**config.mk**
```make
export PLATFORM = sky130hd
export DESIGN_NAME = wb_shim_bridge
export DESIGN_NICKNAME = d
export VERILOG_FILES = /design/src/rtl/wb_shim_pkg.sv /design/src/rtl/wb_shim_port.sv /design/src/rtl/wb_shim_bridge.sv
export SDC_FILE = /design/constraint.sdc
export NUM_CORES = 1
export LEC_CHECK = 0
export CORE_AREA = 2 2 162 164
export DETAILED_ROUTE_END_ITERATION = 6
export DIE_AREA = 0 0 164 166
export PLACE_DENSITY = 0.66
export SETUP_SLACK_MARGIN = 0.05
export SLEW_MARGIN = 0
export SYNTH_ARGS = -nofsm -noshare
export SYNTH_HDL_FRONTEND = slang
export SYNTH_HIERARCHICAL = 1
export SYNTH_SLANG_ARGS = --single-unit
```
**constraint.sdc**
```tcl
create_clock -name clk -period 2.8 [get_ports clk]
set_clock_uncertainty 0.15 [all_clocks]
set_input_delay 0.28 -clock clk [delete_from_list [all_inputs] [get_ports clk]]
set_output_delay 0.28 -clock clk [all_outputs]
set_load 0.005 [all_outputs]
```
**src/rtl/wb_shim_pkg.sv**
```systemverilog
`default_nettype none
// +----------------------------------------------------------------------------+
// | Module   : wb_shim_pkg                                                     |
// | Purpose  : Shared types and bounds for the Wishbone shim bridge.           |
// |            - wb_state_e      : per-channel FSM state encoding              |
// |            - wb_rsp_flags_t  : response-stage control half {ack, err}      |
// |            - RSP_STAGES_MIN/MAX : legal response pipeline depth            |
// |            The data half of a response stage is XLEN wide, so the full     |
// |            stage struct {dat, flg} is declared inside wb_shim_port.        |
// | Revision : 1.0 - initial release                                           |
// +----------------------------------------------------------------------------+
package wb_shim_pkg;

  localparam int RSP_STAGES_MIN = 1;
  localparam int RSP_STAGES_MAX = 4;

  typedef enum logic [1:0] {
    ST_IDLE  = 2'd0,
    ST_BUS   = 2'd1,
    ST_DRAIN = 2'd2
  } wb_state_e;

  typedef struct packed {
    logic ack;
    logic err;
  } wb_rsp_flags_t;

endpackage : wb_shim_pkg
`default_nettype wire

```
**src/rtl/wb_shim_port.sv**
```systemverilog
`default_nettype none
// +----------------------------------------------------------------------------+
// | Module   : wb_shim_port                                                    |
// | Purpose  : One Wishbone classic bridge channel: registers the core         |
// |            request, runs one outstanding slave transaction and returns     |
// |            the response through RSP_STAGES register stages.                |
// | Ports    : clk, rst_n (async, active low)                                  |
// |            i_c_adr/sel/we/stb/cyc/dat_w : core request                     |
// |            o_c_dat_r/ack/err            : response to core                 |
// |            o_b_adr/sel/we/stb/cyc/dat_w : registered request to slave      |
// |            i_b_dat_r/ack                : slave response                   |
// | Macro    : WB_SHIM_TIMEOUT_EN enables the BUS-phase timeout (c_err).       |
// | Revision : 1.0 - initial release                                           |
// +----------------------------------------------------------------------------+
module wb_shim_port
  import wb_shim_pkg::*;
#(
  parameter int XLEN       = 32,
  parameter int RSP_STAGES = 1,
  parameter int TIMEOUT    = 255
) (
  input  logic              clk,
  input  logic              rst_n,
  input  logic [XLEN-1:0]   i_c_adr,
  input  logic [XLEN/8-1:0] i_c_sel,
  input  logic              i_c_we,
  input  logic              i_c_stb,
  input  logic              i_c_cyc,
  input  logic [XLEN-1:0]   i_c_dat_w,
  output logic [XLEN-1:0]   o_c_dat_r,
  output logic              o_c_ack,
  output logic              o_c_err,
  output logic [XLEN-1:0]   o_b_adr,
  output logic [XLEN/8-1:0] o_b_sel,
  output logic              o_b_we,
  output logic              o_b_stb,
  output logic              o_b_cyc,
  output logic [XLEN-1:0]   o_b_dat_w,
  input  logic [XLEN-1:0]   i_b_dat_r,
  input  logic              i_b_ack
);

  typedef struct packed {
    logic [XLEN-1:0] dat;
    wb_rsp_flags_t   flg;
  } rsp_t;

  if (TIMEOUT < 1) begin : g_bad_timeout
    $error("wb_shim_port: TIMEOUT must be >= 1");
  end

  wb_state_e         r_state;
  wb_state_e         w_state_nxt;
  logic [XLEN-1:0]   r_adr;
  logic [XLEN/8-1:0] r_sel;
  logic              r_we;
  logic [XLEN-1:0]   r_dat_w;
  rsp_t              r_stg [RSP_STAGES];
  rsp_t              w_rsp_in;
  rsp_t              w_last;
  logic              w_accept;
  logic              w_bus_ack;
  logic              w_bus_err;
  logic              w_expire;

  assign w_last = r_stg[RSP_STAGES-1];

`ifdef WB_SHIM_TIMEOUT_EN
  localparam int CNT_W = $clog2(TIMEOUT + 1);
  logic [CNT_W-1:0] r_cnt;

  // r_cnt holds the number of BUS cycles already completed, so expiry fires
  // in the TIMEOUT-th BUS cycle and the slave is driven for exactly TIMEOUT cycles.
  always_ff @(posedge clk or negedge rst_n) begin
    if (!rst_n)                  r_cnt <= '0;
    else if (w_accept)           r_cnt <= '0;
    else if (r_state == ST_BUS)  r_cnt <= r_cnt + 1'b1;
  end

  assign w_expire = (r_cnt == CNT_W'(TIMEOUT - 1));
  assign o_c_err  = w_last.flg.err;
`else
  assign w_expire = 1'b0;
  assign o_c_err  = 1'b0;
`endif

  // Priority in BUS: core abort, then slave ack, then timeout expiry.
  always_comb begin
    w_state_nxt = r_state;
    w_accept    = 1'b0;
    w_bus_ack   = 1'b0;
    w_bus_err   = 1'b0;
    case (r_state)
      ST_IDLE: begin
        if (i_c_cyc && i_c_stb) begin
          w_accept    = 1'b1;
          w_state_nxt = ST_BUS;
        end
      end
      ST_BUS: begin
        if (!i_c_cyc) begin
          w_state_nxt = ST_IDLE;
        end else if (i_b_ack) begin
          w_bus_ack   = 1'b1;
          w_state_nxt = ST_DRAIN;
        end else if (w_expire) begin
          w_bus_err   = 1'b1;
          w_state_nxt = ST_DRAIN;
        end
      end
      ST_DRAIN: begin
        // Leave as the response reaches the core so a still-high strobe is
        // accepted in the following cycle.
        if (w_last.flg.ack || w_last.flg.err) w_state_nxt = ST_IDLE;
      end
      default: w_state_nxt = ST_IDLE;
    endcase
  end

  always_comb begin
    w_rsp_in.flg.ack = w_bus_ack;
    w_rsp_in.flg.err = w_bus_err;
    w_rsp_in.dat     = w_bus_ack ? i_b_dat_r : '0;
  end

  always_ff @(posedge clk or negedge rst_n) begin
    if (!rst_n) r_state <= ST_IDLE;
    else        r_state <= w_state_nxt;
  end

  always_ff @(posedge clk or negedge rst_n) begin
    if (!rst_n) begin
      r_adr   <= '0;
      r_sel   <= '0;
      r_we    <= 1'b0;
      r_dat_w <= '0;
    end else if (w_accept) begin
      r_adr   <= i_c_adr;
      r_sel   <= i_c_sel;
      r_we    <= i_c_we;
      r_dat_w <= i_c_dat_w;
    end
  end

  // Flags shift every cycle; data only moves alongside a valid flag so the
  // last stage keeps the previous response data until the next one arrives.
  always_ff @(posedge clk or negedge rst_n) begin
    if (!rst_n) begin
      for (int i = 0; i < RSP_STAGES; i++) r_stg[i] <= '0;
    end else begin
      r_stg[0].flg <= w_rsp_in.flg;
      if (w_rsp_in.flg.ack || w_rsp_in.flg.err) r_stg[0].dat <= w_rsp_in.dat;
      for (int i = 1; i < RSP_STAGES; i++) begin
        r_stg[i].flg <= r_stg[i-1].flg;
        if (r_stg[i-1].flg.ack || r_stg[i-1].flg.err) r_stg[i].dat <= r_stg[i-1].dat;
      end
    end
  end

  assign o_c_ack   = w_last.flg.ack;
  assign o_c_dat_r = w_last.dat;
  assign o_b_cyc   = (r_state == ST_BUS);
  assign o_b_stb   = (r_state == ST_BUS);
  assign o_b_adr   = r_adr;
  assign o_b_sel   = r_sel;
  assign o_b_we    = r_we;
  assign o_b_dat_w = r_dat_w;

endmodule : wb_shim_port
`default_nettype wire

```
**src/rtl/wb_shim_bridge.sv**
```systemverilog
`default_nettype none
// +----------------------------------------------------------------------------+
// | Module   : wb_shim_bridge                                                  |
// | Purpose  : NPORT independent Wishbone classic bridge channels between the  |
// |            core's flat master pins (c_*) and flat slave pins (b_*).        |
// | Ports    : clk, rst_n (async, active low)                                  |
// |            i_c_adr/sel/we/stb/cyc/dat_w [NPORT] : core requests            |
// |            o_c_dat_r/ack/err            [NPORT] : responses to core        |
// |            o_b_adr/sel/we/stb/cyc/dat_w [NPORT] : registered slave requests|
// |            i_b_dat_r/ack                [NPORT] : slave responses          |
// | Macro    : WB_SHIM_TIMEOUT_EN enables the per-channel BUS timeout.         |
// | Revision : 1.0 - initial release                                           |
// +----------------------------------------------------------------------------+
module wb_shim_bridge
  import wb_shim_pkg::*;
#(
  parameter int XLEN       = 32,
  parameter int NPORT      = 2,
  parameter int RSP_STAGES = 1,
  parameter int TIMEOUT    = 255
) (
  input  logic                         clk,
  input  logic                         rst_n,
  input  logic [NPORT-1:0][XLEN-1:0]   i_c_adr,
  input  logic [NPORT-1:0][XLEN/8-1:0] i_c_sel,
  input  logic [NPORT-1:0]             i_c_we,
  input  logic [NPORT-1:0]             i_c_stb,
  input  logic [NPORT-1:0]             i_c_cyc,
  input  logic [NPORT-1:0][XLEN-1:0]   i_c_dat_w,
  output logic [NPORT-1:0][XLEN-1:0]   o_c_dat_r,
  output logic [NPORT-1:0]             o_c_ack,
  output logic [NPORT-1:0]             o_c_err,
  output logic [NPORT-1:0][XLEN-1:0]   o_b_adr,
  output logic [NPORT-1:0][XLEN/8-1:0] o_b_sel,
  output logic [NPORT-1:0]             o_b_we,
  output logic [NPORT-1:0]             o_b_stb,
  output logic [NPORT-1:0]             o_b_cyc,
  output logic [NPORT-1:0][XLEN-1:0]   o_b_dat_w,
  input  logic [NPORT-1:0][XLEN-1:0]   i_b_dat_r,
  input  logic [NPORT-1:0]             i_b_ack
);

  if (RSP_STAGES < RSP_STAGES_MIN || RSP_STAGES > RSP_STAGES_MAX) begin : g_bad_rsp_stages
    $error("wb_shim_bridge: RSP_STAGES must be within 1..4");
  end

  for (genvar p = 0; p < NPORT; p++) begin : g_port
    wb_shim_port #(
      .XLEN       (XLEN),
      .RSP_STAGES (RSP_STAGES),
      .TIMEOUT    (TIMEOUT)
    ) u_port (
      .clk       (clk),
      .rst_n     (rst_n),
      .i_c_adr   (i_c_adr[p]),
      .i_c_sel   (i_c_sel[p]),
      .i_c_we    (i_c_we[p]),
      .i_c_stb   (i_c_stb[p]),
      .i_c_cyc   (i_c_cyc[p]),
      .i_c_dat_w (i_c_dat_w[p]),
      .o_c_dat_r (o_c_dat_r[p]),
      .o_c_ack   (o_c_ack[p]),
      .o_c_err   (o_c_err[p]),
      .o_b_adr   (o_b_adr[p]),
      .o_b_sel   (o_b_sel[p]),
      .o_b_we    (o_b_we[p]),
      .o_b_stb   (o_b_stb[p]),
      .o_b_cyc   (o_b_cyc[p]),
      .o_b_dat_w (o_b_dat_w[p]),
      .i_b_dat_r (i_b_dat_r[p]),
      .i_b_ack   (i_b_ack[p])
    );
  end

endmodule : wb_shim_bridge
`default_nettype wire

```
==> results.md <==
- Run status: complete, no violations
- First-pass GRT wire length: 33000 um
- Register bit total from synthesis: 208
- Clk_lat worst skew: 0.51 ns
- Kind of critical path: register to primary output
- Worst hold path class: input pin to async pin
- Drt pass-1 iters: 4
- Area grow syn2layout: 69.3%
- Peak supply drop: 0.575 mV
- Largest net degree at the start of global routing: 72
- Slew HR: 0.594
- Reg power frac: 0.381
- Setup-failing EPs final: 0
- Die X-Extent: 164 um
- Setup bufs post-CTS: 0
- P_leak: 5.54 nW
- Post-DP HPWL: 16300 um
- Warnings, synthesis: 6
- Final wirelength: 21900 um
- DRT iter0 DRCs: 166
- Largest driver fanout on the critical path: 6
- Clk slew on worst S/H paths: 0.06 ns
- Via Count: 5490
- Slowest stage delay, CP: 0.57 ns
- Worst Setup End Kind: primary output
- DR DRC count: 0
- Initial antenna violation count: 1
- Post-route setup slack: 0.623 ns
- CTS resizes: 0
- Share of cells above drive strength 1: 0.286
- Synth cell types: 15
- PwrDens: 982 nW/um^2
- Smallest hold slack: 0.206 ns
- I/O pins: 420
- Critical path launch point type: register
- CTS tree: built
- Critical path origin: g_port[0].u_port/r_state[0]$_DFFE_PN0P_
- CP cell instances: nor2b_1, clkdlybuf4s50_1
- Core area: 25600 sq um
- Share of total power in combinational logic: 0.377
- Initial Util: 0.307
- Multi-input gate area: 2470 sq um
- H-tree depth: 1
- FF/Latch Area: 5200 sq um
- Synth Area per Inst: 17.2 sq um
- Fmax: 459 MHz
- Post-route ant nets: 0
- Slowest cell on the critical path: clkdlybuf4s50_1
- IO Port Bufs: 417
- Minimum clock period: 2.18 ns
- R2r startpoint: g_port[1].u_port/r_state[1]$_DFFE_PN0P_
- Vias in the first global route: 5811
- Syn_nets: 666
- Max Cap Viol: 0
- Die height: 166 um
- Post-cts hold buffer count: 1
- Grt total ovfl: 0
- Number of buffers on the longest clock path: 3
- Final Cycle Share: 0.778
- Max-slew violations: 0
- CP required: 2.37 ns
- Post-synthesis sequential area ratio: 0.662
- Mapped Area: 7860 sq um
- CTS Buf Count: 24
- Dpl ws: 0.606 ns
- Setup TNS: 0 ns
- Final Hold Viols: 0
- CTS Sinks: 208
- Sw frac: 0.250
- Via density: 4.41
- DR WL/cell: 17.6 um
- Unrepaired setup endpoints after global routing: false
- Die area: 27200 sq um
- GPL Wtd Cong: 0.773
- Fillers: 2170
- WP data arrival: 1.75 ns
- Worst Tran Pin Value: 0.609 ns
- Nets@finish: 1101
- Internal Power: 9.79 mW
- Sw power: 3.27 mW
- Cells after synthesis: 456
- Clk pwr share: 0.243
- GR Util All Layers: 0.155
- Clk root buf: clkbuf_16
- Row Count: 59
## final timing paths
kind | cells past startpoint | slack [ns] | end
max in group asynchronous | 3 | 1.54 | g_port[1].u_port/o_c_dat_r[22]$_DFFE_PN0P_
hold / removal | 2 | 0.21 | g_port[1].u_port/o_b_dat_w[9]$_DFFE_PN0P_
hold reg to reg | 1 | 0.32 | g_port[0].u_port/r_state[1]$_DFFE_PN0P_
setup reg to reg | 3 | 0.87 | g_port[1].u_port/o_b_dat_w[23]$_DFFE_PN0P_
setup / recovery | 2 | 0.62 | o_b_stb[0]
min in group clk | 3 | 0.21 | g_port[1].u_port/r_state[0]$_DFFE_PN0P_
## cell families after synthesis
kind of cell,share of synthesized area
flip-flops,0.662
multiplexers,0.299
buffers and inverters,0.0245
AND/OR/NAND/NOR,0.00955
AO/OA/AOI/OAI,0.00350
other,0.000956
## routing by layer
metal / global-route usage / vias to the layer above / part of all wire
met5: 0 / - / 0
met1: 0.174 / 2712 / 0.38
met3: 0.0594 / 44 / 0.11
li1: - / 2472 / -
met4: 0.0496 / 0 / 0.028
met2: 0.268 / 262 / 0.49
## state kept, by name, indices dropped and copies added (netlist names)
register / count
g_port.u_port/o_b_adr: 64
g_port.u_port/o_b_dat_w: 64
g_port.u_port/o_c_dat_r: 64
g_port.u_port/o_b_sel: 8
g_port.u_port/r_state: 4
g_port.u_port/o_b_we: 2
g_port.u_port/o_c_ack: 2
## cells in the final DEF (no fill, tap or decap), drive strengths merged
cell type	Yosys	layout
nor2	2	2
and4bb	2	2
conb	2	2
a2111oi	2	2
nand2b	2	2
inv	4	5
buf	26	17
clkinv	0	3
clkdlybuf4s50	0	416
diode	0	1
dfrtp	208	208
mux2	202	202
clkbuf	0	39
bufinv	0	1
nand4b	2	2
o21ai	2	2
nor2b	2	2
dlygate4sd3	0	1
## cell type report
cell class	count	share of cell area
flip-flops and latches	208	0.391
repair buffers	435	0.329
multi-input cells	218	0.186
clock buffers	38	0.0567
well taps	335	0.0315
clock inverters	5	0.00433
inverters	4	0.00113
diodes	1	0.000188
## power by group through the flow
stage | sequential [mW] | combinational [mW] | clock, mW
after global routing | 5.15 | 5.21 | 3.39
after floorplan | 5.10 | 1.44 | 0
after detailed placement | 5.03 | 4.96 | 0
after global placement | 4.98 | 4.93 | 0
final | 4.97 | 4.92 | 3.17
after CTS | 4.98 | 4.99 | 3.27
## cell usage after synthesis
master / number / share of area
and4bb_1: 2 / 0.0032
o21ai_0: 2 / 0.0013
nor2_1: 2 / 0.00096
dfrtp_1: 208 / 0.66
conb_1: 2 / 0.00096
inv_1: 4 / 0.0019
buf_2: 16 / 0.010
nor2b_1: 2 / 0.0016
a2111oi_0: 2 / 0.0022
buf_4: 4 / 0.0038
buf_6: 6 / 0.0086
mux2_4: 20 / 0.038
nand4b_1: 2 / 0.0022
nand2b_1: 2 / 0.0016
mux2_2: 182 / 0.26
## critical path: cells and delay by family, from the launching register on
kind                   cells  cell delay (ns)
buffers and inverters      1             0.57
DFF                        1             0.42
and+or+nand+nor            1             0.26
## through the flow
stage	total power, mW	utilization	instances	cell area [sq um]
2_1_floorplan	6.54	-	456	7860
3_3_place_gp	9.91	0.487	1199	12500
3_5_place_dp	9.99	0.487	1199	12500
4_1_cts	13.2	0.519	1243	13300
5_1_grt	13.8	0.519	1244	13300
6_report	13.1	0.519	1244	13300
Note: power is estimated with default switching activity, not from simulation.
==> variant: new RTL, same settings <==
`RSP_STAGES` is set to 1 in 2 places; all go to 2.
--- a/src/rtl/wb_shim_port.sv
+++ b/src/rtl/wb_shim_port.sv
@@ -17,5 +17,5 @@
 #(
   parameter int XLEN       = 32,
-  parameter int RSP_STAGES = 1,
+  parameter int RSP_STAGES = 2,
   parameter int TIMEOUT    = 255
 ) (
--- a/src/rtl/wb_shim_bridge.sv
+++ b/src/rtl/wb_shim_bridge.sv
@@ -17,5 +17,5 @@
   parameter int XLEN       = 32,
   parameter int NPORT      = 2,
-  parameter int RSP_STAGES = 1,
+  parameter int RSP_STAGES = 2,
   parameter int TIMEOUT    = 255
 ) (
Behaviour: not the same (a bounded check fails within 4 cycles, from zero or initial values and one cycle with rst_n low).
==> variant against the original RTL <==
Power up 22%; sequential cell count up 66; combinational power up 6.1%; sequential share of layout area grew 3.7 points; area after synthesis increased by 37%; cell area grew 20%; setup slack better by 0.085 ns; critical path depth did not move; via count rose by 19%; largest power group unchanged; wire length up 25%; sequential power increased by 30%.
==> variant: results (changes against the original RTL) <==
- The internal cell power is 12.0 mW (was 9.79 mW).
- The depth of the most critical reg-to-reg path came to 3 (unchanged).
- The proportion of total power due to net switching came to 24.6% (was 25.0%).
* P_seq: 6.47 mW (was 4.97 mW)
- The capture point of the worst reg-to-reg path is g_port[1].u_port/o_b_dat_w[31] (was g_port[1].u_port/o_b_dat_w[23]).
- Vias in the first global route: 6,830 (was 5,811)
* Max IR drop VDD: 0.663 mV (was 0.575 mV)
* Initial antenna violation count: 4 (was 1)
- The fraction of the mapped netlist area in compound gates is 0.256% (was 0.350%).
* Clock Latency Late Sink: 0.54 ns (was 0.51 ns)
* Number of CTS-inserted buffers: 30 (was 24)
- The worst slew margin relative to its limit was 55.2% (was 59.4%).
- Final net count: 1,236 (was 1,101)
* Router iterations before antenna repair: 4 (unchanged)
* Post-Layout Cell Count: 1,389 (was 1,244)
- The overall track demand over capacity in global routing came to 20.0% (was 15.5%).
- Outcome: finished, final reports clean (unchanged).
- The final estimated routing congestion in global placement is 0.793 (was 0.773).
* Cell chosen for the clock root: clkbuf_16 (unchanged)
- Sequential cell area fraction in the yosys report: 63.8% (was 66.2%)
- Layout cells sized above 1: 31.9% (was 28.6%)
- Commonest cells in the netlist: dfrtp_1, mux2_2, buf_4 (was dfrtp_1, mux2_2, mux2_4).
- Final Hold Slack: 0.189 ns (was 0.206 ns)
- Vias per Instance: 4.72 (was 4.41)
- Critical Path Sink: o_b_cyc[1] (was o_b_stb[0])
- Initial drt markers: 252 (was 166)
- Syn_nets: 868 (was 666)
- HPWL after DPL: 20,400 um (was 16,300 um)
- Post-synthesis instance total: 658 (was 456)
* Delay of the slowest cell on the worst path: 0.53 ns (was 0.57 ns)
- Power consumed by combinational cells: 5.22 mW (was 4.92 mW)
- The pin count of the biggest net entering global routing came to 78 (was 72).
- The post-detailed-routing wire length was 27,400 um (was 21,900 um).
* Share of the clock period used by the worst path: 74.7% (was 77.8%)
* Mux share of post-synthesis cell area: 28.6% (was 29.9%)
- The cell total after placement was 1,328 (was 1,199).
- The origin of the worst setup path is g_port[1].u_port/r_state[0] (was g_port[0].u_port/r_state[0]).
* Dpl cell area: 14,900 um^2 (was 12,500 um^2)
- The count of unique library cells instantiated by Yosys is 16 (was 15).
-- variant: cell types whose count changed in the layout (fill, tap and decap cells not counted) --
cell / change
buf_12: +4
buf_4: -5
buf_8: +1
bufinv_16: +4
clkbuf_1: +1
clkbuf_16: +6
clkbuf_8: -2
clkinv_2: +4
dfrtp_1: +66
diode_2: +3
inv_6: -1
mux2_2: +64
-- variant: area by class of cell --
type                    count  area, um^2
repair buffers            434        4420
inverters                   4        15.0
fillers                  1993        9620
multi-input cells         282        3190
clock buffers              44         895
clock inverters            12         189
flip-flops and latches    274        6860
well taps                 335         419
diodes                      4        10.0
-- variant: layer usage --
layer  GRT usage [%]  up-vias  share of wire (%)
met3            5.97       53                8.2
met2            33.7      253                 50
met1            23.5     3290                 38
met5               0        -                  0
met4            8.66        0                4.3
li1                -     2959                  -
